<file path="src/rtl/proc_pkg.sv">
// proc_pkg: shared types and IR field helpers for the parametrised processor core
//   opcode_t  : 3-bit instruction opcode
//   tstep_t   : control step T0..T3
//   alu_op_t  : ALU function, encoded so it equals the low two opcode bits of the ALU ops
//   bus_sel_t : bus source select
//   get_op/get_rx/get_ry : IR field extraction for a given register-index width
package proc_pkg;
   typedef enum logic [2:0] {
      OP_MV, OP_MVI, OP_ADD, OP_SUB, OP_AND, OP_OR, OP_MVNZ, OP_NOP
   } opcode_t;
   typedef enum logic [1:0] {T0, T1, T2, T3} tstep_t;
   // add=010, sub=011, and=100, or=101: the low two opcode bits select the ALU function
   typedef enum logic [1:0] {ALU_AND, ALU_OR, ALU_ADD, ALU_SUB} alu_op_t;
   typedef enum logic [1:0] {BUS_NONE, BUS_REG, BUS_DIN, BUS_G} bus_sel_t;
   function automatic logic [2:0] get_op(input logic [31:0] ir, input int reg_w);
      return ir[2*reg_w +: 3];
   endfunction
   function automatic logic [31:0] get_rx(input logic [31:0] ir, input int reg_w);
      return (ir >> reg_w) & ((32'd1 << reg_w) - 32'd1);
   endfunction
   function automatic logic [31:0] get_ry(input logic [31:0] ir, input int reg_w);
      return ir & ((32'd1 << reg_w) - 32'd1);
   endfunction
endpackage

</file>
<file path="src/rtl/proc_alu.sv">
// proc_alu: combinational ALU for the processor core
//   a, b    : operands (a = accumulator, b = bus)
//   alu_op  : function select
//   result  : a op b modulo 2^DATA_W
//   carry   : carry out for add, borrow (a<b) for sub, 0 for and/or
//   zero    : result is zero
module proc_alu
   import proc_pkg::*;
#(
   parameter int DATA_W = 9
) (
   input  logic [DATA_W-1:0] a,
   input  logic [DATA_W-1:0] b,
   input  alu_op_t           alu_op,
   output logic [DATA_W-1:0] result,
   output logic              carry,
   output logic              zero
);
   logic [DATA_W:0] sum, diff;
   assign sum  = {1'b0, a} + {1'b0, b};
   // the extra MSB of a widened subtraction is the unsigned borrow
   assign diff = {1'b0, a} - {1'b0, b};
   always_comb begin
      {carry, result} = alu_op == ALU_ADD ? sum :
                        alu_op == ALU_SUB ? diff :
                        alu_op == ALU_AND ? {1'b0, a & b} : {1'b0, a | b};
   end
   assign zero = result == '0;
endmodule

</file>
<file path="src/rtl/proc_param_core.sv">
// proc_param_core: multi-cycle bus-based processor core with register file, A, G and {C,Z} flags
//   Clock, Resetn : clock and asynchronous active-low reset
//   Run, DIN      : start request (sampled in T0) and instruction/immediate input
//   Done          : high during the final step of an instruction
//   BusWires      : internal bus value
//   R_out, RA_out, RG_out, IR_out, Flags_out, Tstep_state : debug views of internal state
module proc_param_core
   import proc_pkg::*;
#(
   parameter int DATA_W   = 9,
   parameter int NUM_REGS = 8
) (
   input  logic                       Clock,
   input  logic                       Resetn,
   input  logic                       Run,
   input  logic [DATA_W-1:0]          DIN,
   output logic                       Done,
   output logic [DATA_W-1:0]          BusWires,
   output logic [NUM_REGS*DATA_W-1:0] R_out,
   output logic [DATA_W-1:0]          RA_out,
   output logic [DATA_W-1:0]          RG_out,
   output logic [DATA_W-1:0]          IR_out,
   output logic [1:0]                 Flags_out,
   output logic [1:0]                 Tstep_state
);
   localparam int REG_W = $clog2(NUM_REGS);
   tstep_t            t;
   logic [DATA_W-1:0] r [NUM_REGS];
   logic [DATA_W-1:0] a, g, ir, alu_res;
   logic              c, z, alu_c, alu_z, is_alu, wr_t1;
   opcode_t           op;
   logic [REG_W-1:0]  rx, ry, sel;
   bus_sel_t          bsel;
   assign op     = opcode_t'(get_op(32'(ir), REG_W));
   assign rx     = REG_W'(get_rx(32'(ir), REG_W));
   assign ry     = REG_W'(get_ry(32'(ir), REG_W));
   assign is_alu = op inside {OP_ADD, OP_SUB, OP_AND, OP_OR};
   // single-step ops that actually write Rx in T1; mvnz only when Z is clear
   assign wr_t1  = op == OP_MV || op == OP_MVI || (op == OP_MVNZ && !z);
   always_comb begin
      bsel = t == T3 ? BUS_G :
             t == T2 ? BUS_REG :
             t == T0 ? BUS_NONE :
             op == OP_MVI ? BUS_DIN :
             (is_alu || wr_t1) ? BUS_REG : BUS_NONE;
      sel  = (t == T1 && is_alu) ? rx : ry;
      BusWires = bsel == BUS_REG ? r[sel] :
                 bsel == BUS_DIN ? DIN :
                 bsel == BUS_G   ? g : '0;
      Done = t == T3 || (t == T1 && !is_alu);
   end
   proc_alu #(.DATA_W(DATA_W)) u_alu (
      .a      (a),
      .b      (BusWires),
      .alu_op (alu_op_t'(op[1:0])),
      .result (alu_res),
      .carry  (alu_c),
      .zero   (alu_z)
   );
   always_ff @(posedge Clock or negedge Resetn) begin
      if (!Resetn) begin
         t  <= T0;
         a  <= '0;
         g  <= '0;
         ir <= '0;
         c  <= 1'b0;
         z  <= 1'b0;
         for (int i = 0; i < NUM_REGS; i++) r[i] <= '0;
      end else begin
         case (t)
            T0: if (Run) begin
               ir <= DIN;
               t  <= T1;
            end
            T1: if (is_alu) begin
               a <= BusWires;
               t <= T2;
            end else begin
               if (wr_t1) r[rx] <= BusWires;
               t <= T0;
            end
            T2: begin
               g <= alu_res;
               c <= alu_c;
               z <= alu_z;
               t <= T3;
            end
            T3: begin
               r[rx] <= BusWires;
               t     <= T0;
            end
         endcase
      end
   end
   for (genvar i = 0; i < NUM_REGS; i++) begin : g_rout
      assign R_out[i*DATA_W +: DATA_W] = r[i];
   end
   assign RA_out      = a;
   assign RG_out      = g;
   assign IR_out      = ir;
   assign Flags_out   = {c, z};
   assign Tstep_state = t;
endmodule

</file>
<file path="config.mk">
export PLATFORM = sky130hd
export DESIGN_NAME = proc_param_core
export DESIGN_NICKNAME = d
export VERILOG_FILES = /design/src/rtl/proc_pkg.sv /design/src/rtl/proc_alu.sv /design/src/rtl/proc_param_core.sv
export SDC_FILE = /design/constraint.sdc
export NUM_CORES = 1
export LEC_CHECK = 0
export CAP_MARGIN = 10
export CORE_UTILIZATION = 47
export DETAILED_ROUTE_END_ITERATION = 8
export PLACE_DENSITY = 0.86
export SLEW_MARGIN = 20
export SYNTH_ARGS = -nofsm -noshare
export SYNTH_HDL_FRONTEND = slang
export SYNTH_SLANG_ARGS = --single-unit
</file>
<file path="constraint.sdc">
create_clock -name Clock -period 3.5 [get_ports Clock]
set_input_delay 0.525 -clock Clock [delete_from_list [all_inputs] [get_ports Clock]]
set_output_delay 0.525 -clock Clock [all_outputs]
set_load 0.005 [all_outputs]
</file>
==> results.json, run 1 <==
{
  "drt_iter0_drc": 806,
  "cts_sinks": 103,
  "ys_ff_latch": 103,
  "netlist_area_um2": 5880,
  "vias_per_cell": 5.78,
  "finalHoldViolations": 0,
  "fin_ws_ns": -0.341,
  "syn-num-nets": 697,
  "hold_path_class": "in -> async",
  "max_stage_delay_ns": 0.55,
  "crit_type": "reg -> reg",
  "place.port_buffers": 124,
  "grt_pass1_vias": 5901,
  "die_x_um": 114,
  "maxSlewViolCount": 0,
  "synth_cell_type_count": 53,
  "final_nets": 914,
  "io_pins": 125,
  "clkTransAtPathRegs_ns": 0.07,
  "synth-edff-count": 0,
  "cts_tree": "done",
  "core.rowCount": 40,
  "layout_commonest_cell": "clkdlybuf4s50_1",
  "crit_fanout": 6,
  "cts_buffers": 9,
  "dpl.cell_count": 1004,
  "crit_top_cell": "buf_6",
  "grt_max_degree": 65,
  "drc_errors": 0,
  "yosysSeqAreaShare_pct": 43.8,
  "antenna_found_initial": 0,
  "status": "finished, violations left",
  "gp_congestion": 0.919,
  "wirelength_um": 21000,
  "slew_headroom_pct": 46.8,
  "insertion_delay_ns": 0.36,
  "die-area_um2": 13000,
  "worst-path-stages": 16,
  "finalSetupViolCount": 9,
  "critPathSlowestCell": "or4_4",
  "start_util_pct": 48.6,
  "fmax_mhz": 260,
  "grt_pass1_wl_um": 32100,
  "reg2reg_slack_ns": -0.34,
  "crit_chain": "xor2_4 > nand3_2 > and2_4 > buf_6 > o211ai_1 > a21oi_2 > nor3_4 > inv_2 > buf_6 > ha_4 > or4_4 > nand2_4 > xor2_1 > mux4_2 > nand4_1 > o31ai_2",
  "postSynthAreaPerCell_um2": 8.99,
  "gr-total-overflow": 0,
  "hpwl_um": 14900,
  "fin_skew_ns": 0.00568,
  "area.growth.synth_to_final_pct": 51.9,
  "fin_crit_sh_pct": 110,
  "antenna_cells": 0,
  "root_buffer": "clkbuf_16",
  "drive_above_1_share_pct": 26.6,
  "crit_arrival_ns": 4.09,
  "start_kind": "flop",
  "die_y_um": 114,
  "ys_warn_count": 0,
  "worst_pin_slew_ns": 0.797,
  "cp_num_buf_inv": 3,
  "cp_top_family": "simple AND/OR/NAND/NOR gates",
  "worstPathRequired_ns": 3.75,
  "antenna_left": 0,
  "instances_no_fill": 1044,
  "rsz0062_at_grt": "yes",
  "wl_per_cell_um": 20.1,
  "core_um2": 12100,
  "hold_buffers": 0,
  "synthCells": 654,
  "clk_path_buf_depth": 2,
  "htree_levels": 3,
  "synthArstFlopShare_pct": 100,
  "ys.flop_type": "dfrtp_1",
  "period_needed_ns": 3.84,
  "cp-end-kind": "flop",
  "drv_cap": 0,
  "drt-pass1-iter-count": 5,
  "vias": 6039,
  "violations": "setup timing",
  "grt_usage_pct": 33.0,
  "layout_common_cells": "clkdlybuf4s50_1 (120), buf_4 (116), nand2_1 (102)",
  "r2r_cells": 16
}
==> cell families after synthesis <==
| family | count (synthesis) | share of synthesized area, % |
|---|---|---|
| compound gates | 192 | 19.9 |
| xor+xnor | 10 | 1.49 |
| fa+ha+maj | 31 | 6.85 |
| buf+inv | 97 | 6.81 |
| flops | 103 | 43.8 |
| mux | 29 | 6.04 |
| simple gates | 192 | 15.1 |
==> layer usage <==
metal  track usage, %  vias to the layer above  routed length (µm)
li1                 -                     2717                   -
met1             42.8                     2892                8320
met2             52.3                      339                9880
met3             5.47                       91                1680
met4             19.6                        0                1120
met5                0                        -                   0
==> sequential cells by signal, summed over array words and instances, names as in the netlist, named ones only <==
name / count
R_out: 72
IR_out: 9
RA_out: 9
RG_out: 9
Tstep_state: 1
c: 1
z: 1
==> final timing paths <==
kind,startpoint,endpoint
worst min-delay path,Resetn,Tstep_state[0]
worst max-delay path,IR_out[8],z
max in group asynchronous,Resetn,R_out[7]
worst max register to register,IR_out[8],z
min in group Clock,R_out[58],R_out[58]
worst min register to register,R_out[58],R_out[58]
==> final cells by class <==
| type | count | area [µm²] |
|---|---|---|
| Sequential cell | 103 | 2580 |
| Clock buffer | 10 | 229 |
| Multi-Input combinational cell | 455 | 3360 |
| Clock inverter | 6 | 140 |
| Fill cell | 846 | 3180 |
| Inverter | 56 | 213 |
| Timing Repair Buffer | 246 | 2200 |
| Tap cell | 168 | 210 |
==> per-stage QoR <==
stage	utilization [%]	setup WS, ns	setup TNS [ns]	hold slack, ns	cell area (µm²)
finish	73.8	-0.341	-1.81	0.239	8930
global route	73.8	-0.463	-3.02	0.331	8930
CTS	71.8	-0.194	-0.892	0.275	8690
detailed placement	65.9	-0.484	-2.61	0.507	7990
global placement	65.9	-0.414	-2.35	0.495	7990
floorplan	-	-0.198	-0.647	0.229	6020
==> synthesized netlist by cell type, types with 8 or more instances <==
cell	n	area share, %
a21oi_1	20	1.7
buf_2	10	0.85
clkbuf_1	24	1.5
dfrtp_1	103	44
ha_1	29	6.2
inv_1	49	3.1
mux2_2	9	1.7
mux2i_1	15	2.6
nand2_1	104	6.6
nand3_1	30	2.6
nor2_1	20	1.3
nor2b_1	8	0.85
o211ai_1	29	3.7
o21ai_0	60	5.1
o21ai_1	38	3.2
==> repair_timing <==
item / CTS / global route
cloned: 1 / 0
pin swaps: 21 / 31
gates resized for setup: 48 / 37
setup buffers: 12 / 11
setup endpoints to repair: 15 / 16
endpoints found under the hold margin: 0 / 0
Power of run 1 is left out: the tool's default activity adds up to more than one toggle a clock period on the data nets, which glitch-free logic cannot reach.
==> run 2, diff against run 1 <==
--- a/config.mk
+++ b/config.mk
@@ -5,10 +5,11 @@
 export SDC_FILE = /design/constraint.sdc
 export NUM_CORES = 1
 export LEC_CHECK = 0
-export CAP_MARGIN = 10
+export CAP_MARGIN = 20
 export CORE_UTILIZATION = 47
 export DETAILED_ROUTE_END_ITERATION = 8
 export PLACE_DENSITY = 0.86
+export RECOVER_POWER = 50
 export SLEW_MARGIN = 20
 export SYNTH_ARGS = -nofsm -noshare
 export SYNTH_HDL_FRONTEND = slang
==> results.json, run 2 (synthesized netlist as in run 1, its figures left out) <==
{
  "crit_arrival_ns": 4.11,
  "antenna_found_initial": 0,
  "antenna_cells": 0,
  "antenna_left": 0,
  "drt-pass1-iter-count": 5,
  "grt_pass1_wl_um": 32100,
  "status": "finished, violations left",
  "hpwl_um": 14900,
  "hold_path_class": "reg -> reg",
  "drv_cap": 1,
  "core.rowCount": 40,
  "fin_crit_sh_pct": 110,
  "finalHoldViolations": 0,
  "drive_above_1_share_pct": 26.1,
  "worstPathRequired_ns": 3.75,
  "slew_headroom_pct": -5.22,
  "layout_common_cells": "clkdlybuf4s50_1 (120), buf_4 (111), nand2_1 (102)",
  "fmax_mhz": 259,
  "place.port_buffers": 124,
  "maxSlewViolCount": 65,
  "grt_usage_pct": 33.0,
  "critPathSlowestCell": "or4_4",
  "holdCritStartpoint": "R_out[37]",
  "root_buffer": "clkbuf_16",
  "startpoint": "IR_out[8]",
  "area.growth.synth_to_final_pct": 51.6,
  "crit_top_cell": "buf_6",
  "worst_pin_slew_ns": 1.58,
  "start_kind": "flop",
  "clkTransAtPathRegs_ns": 0.07,
  "drt_iter0_drc": 689,
  "fin_ws_ns": -0.358,
  "wl_per_cell_um": 20.1,
  "crit_chain": "xor2_4 > nand3_2 > and2_4 > buf_6 > o211ai_1 > a21oi_2 > nor3_4 > inv_2 > buf_6 > ha_4 > or4_4 > nand2_4 > xor2_1 > mux4_2 > nand4_1 > o31ai_2",
  "largest_register_ffs": 72,
  "dp_slack_ns": -0.484,
  "cts_buffers": 9,
  "gp_congestion": 0.919,
  "multiInputGateArea_um2": 3360,
  "vias": 6021,
  "gr-total-overflow": 0,
  "die_y_um": 114,
  "clk_path_buf_depth": 2,
  "start_util_pct": 48.6,
  "io_pins": 125,
  "crit_type": "reg -> reg",
  "die-area_um2": 13000,
  "grt_pass1_vias": 5901,
  "fin_skew_ns": 0.00660,
  "core_um2": 12100,
  "stdcell_area_um2": 8920,
  "grt_max_degree": 65,
  "period_needed_ns": 3.86,
  "vias_per_cell": 5.77,
  "cts_tree": "done",
  "crit_fanout": 6,
  "layout_commonest_cell": "clkdlybuf4s50_1",
  "wirelength_um": 21000,
  "insertion_delay_ns": 0.36,
  "register_area_um2": 2580,
  "violations": "capacitance limit, slew limit, setup timing",
  "htree_levels": 3,
  "final_nets": 914,
  "r2r-start": "IR_out[8]",
  "cts_sinks": 103,
  "die_x_um": 114,
  "rsz0062_at_grt": "yes",
  "max_stage_delay_ns": 0.55,
  "dpl-instance-area_um2": 7990,
  "cp-end-kind": "flop",
  "fillers": 852,
  "drc_errors": 0,
  "finalSetupViolCount": 9
}
run 2: metal layers:
| metal | vias to the layer above | GRT usage [%] | wire (µm) | part of all wire, % |
|---|---|---|---|---|
| met5 | - | 0 | 0 | 0 |
| met4 | 0 | 19.6 | 1090 | 5.2 |
| met3 | 88 | 5.47 | 1810 | 8.6 |
| met2 | 343 | 52.3 | 9910 | 47 |
| met1 | 2879 | 42.8 | 8170 | 39 |
| li1 | 2711 | - | - | - |
run 2: timing repair:
| action | CTS | global route |
|---|---|---|
| hold buffers | 0 | 0 |
| cloned | 1 | 0 |
| gates resized for setup | 48 | 37 |
| pin swaps | 21 | 31 |
| endpoints found under the setup margin | 15 | 16 |
| setup buffers | 12 | 11 |
run 2: metrics by stage:
stage / setup TNS, ns / hold slack (ns) / std cells / util, %
2_1_floorplan: -0.647 / 0.229 / 654 / -
3_3_place_gp: -2.35 / 0.495 / 1004 / 65.9
3_5_place_dp: -2.61 / 0.507 / 1004 / 65.9
4_1_cts: -0.892 / 0.275 / 1033 / 71.8
5_1_grt: -3.02 / 0.557 / 1044 / 73.6
6_report: -1.85 / 0.525 / 1044 / 73.6
run 2: final cells by class:
class	instances	area share [%]
flip-flops and latches	103	28.9
multi-input cells	455	37.7
clock inverters	6	1.57
repair buffers	246	24.5
well taps	168	2.36
inverters	56	2.39
clock buffers	10	2.57
run 2: path summary, 6_finish.rpt:
kind | slack (ns) | to | cells after the start
worst max-delay path | -0.36 | z | 16
worst min-delay path | 0.53 | R_out[37] | 2
worst max register to register | -0.36 | z | 16
worst min register to register | 0.53 | R_out[37] | 2
max in group asynchronous | 1.16 | R_out[7] | 2
min in group asynchronous | 0.54 | Tstep_state[0] | 1
run 2: worst max-delay path, delay by kind of cell, from the launching register on:
kind | cells | cell delay [ns]
buffers and inverters | 3 | 0.32
and+or+nand+nor | 6 | 1.42
adders and majority gates | 1 | 0.25
AOI/OAI and AO/OA | 3 | 0.47
DFF | 1 | 0.48
xor gates and xnor gates | 2 | 0.29
muxes | 1 | 0.50
Power of run 2 is left out for the same reason.
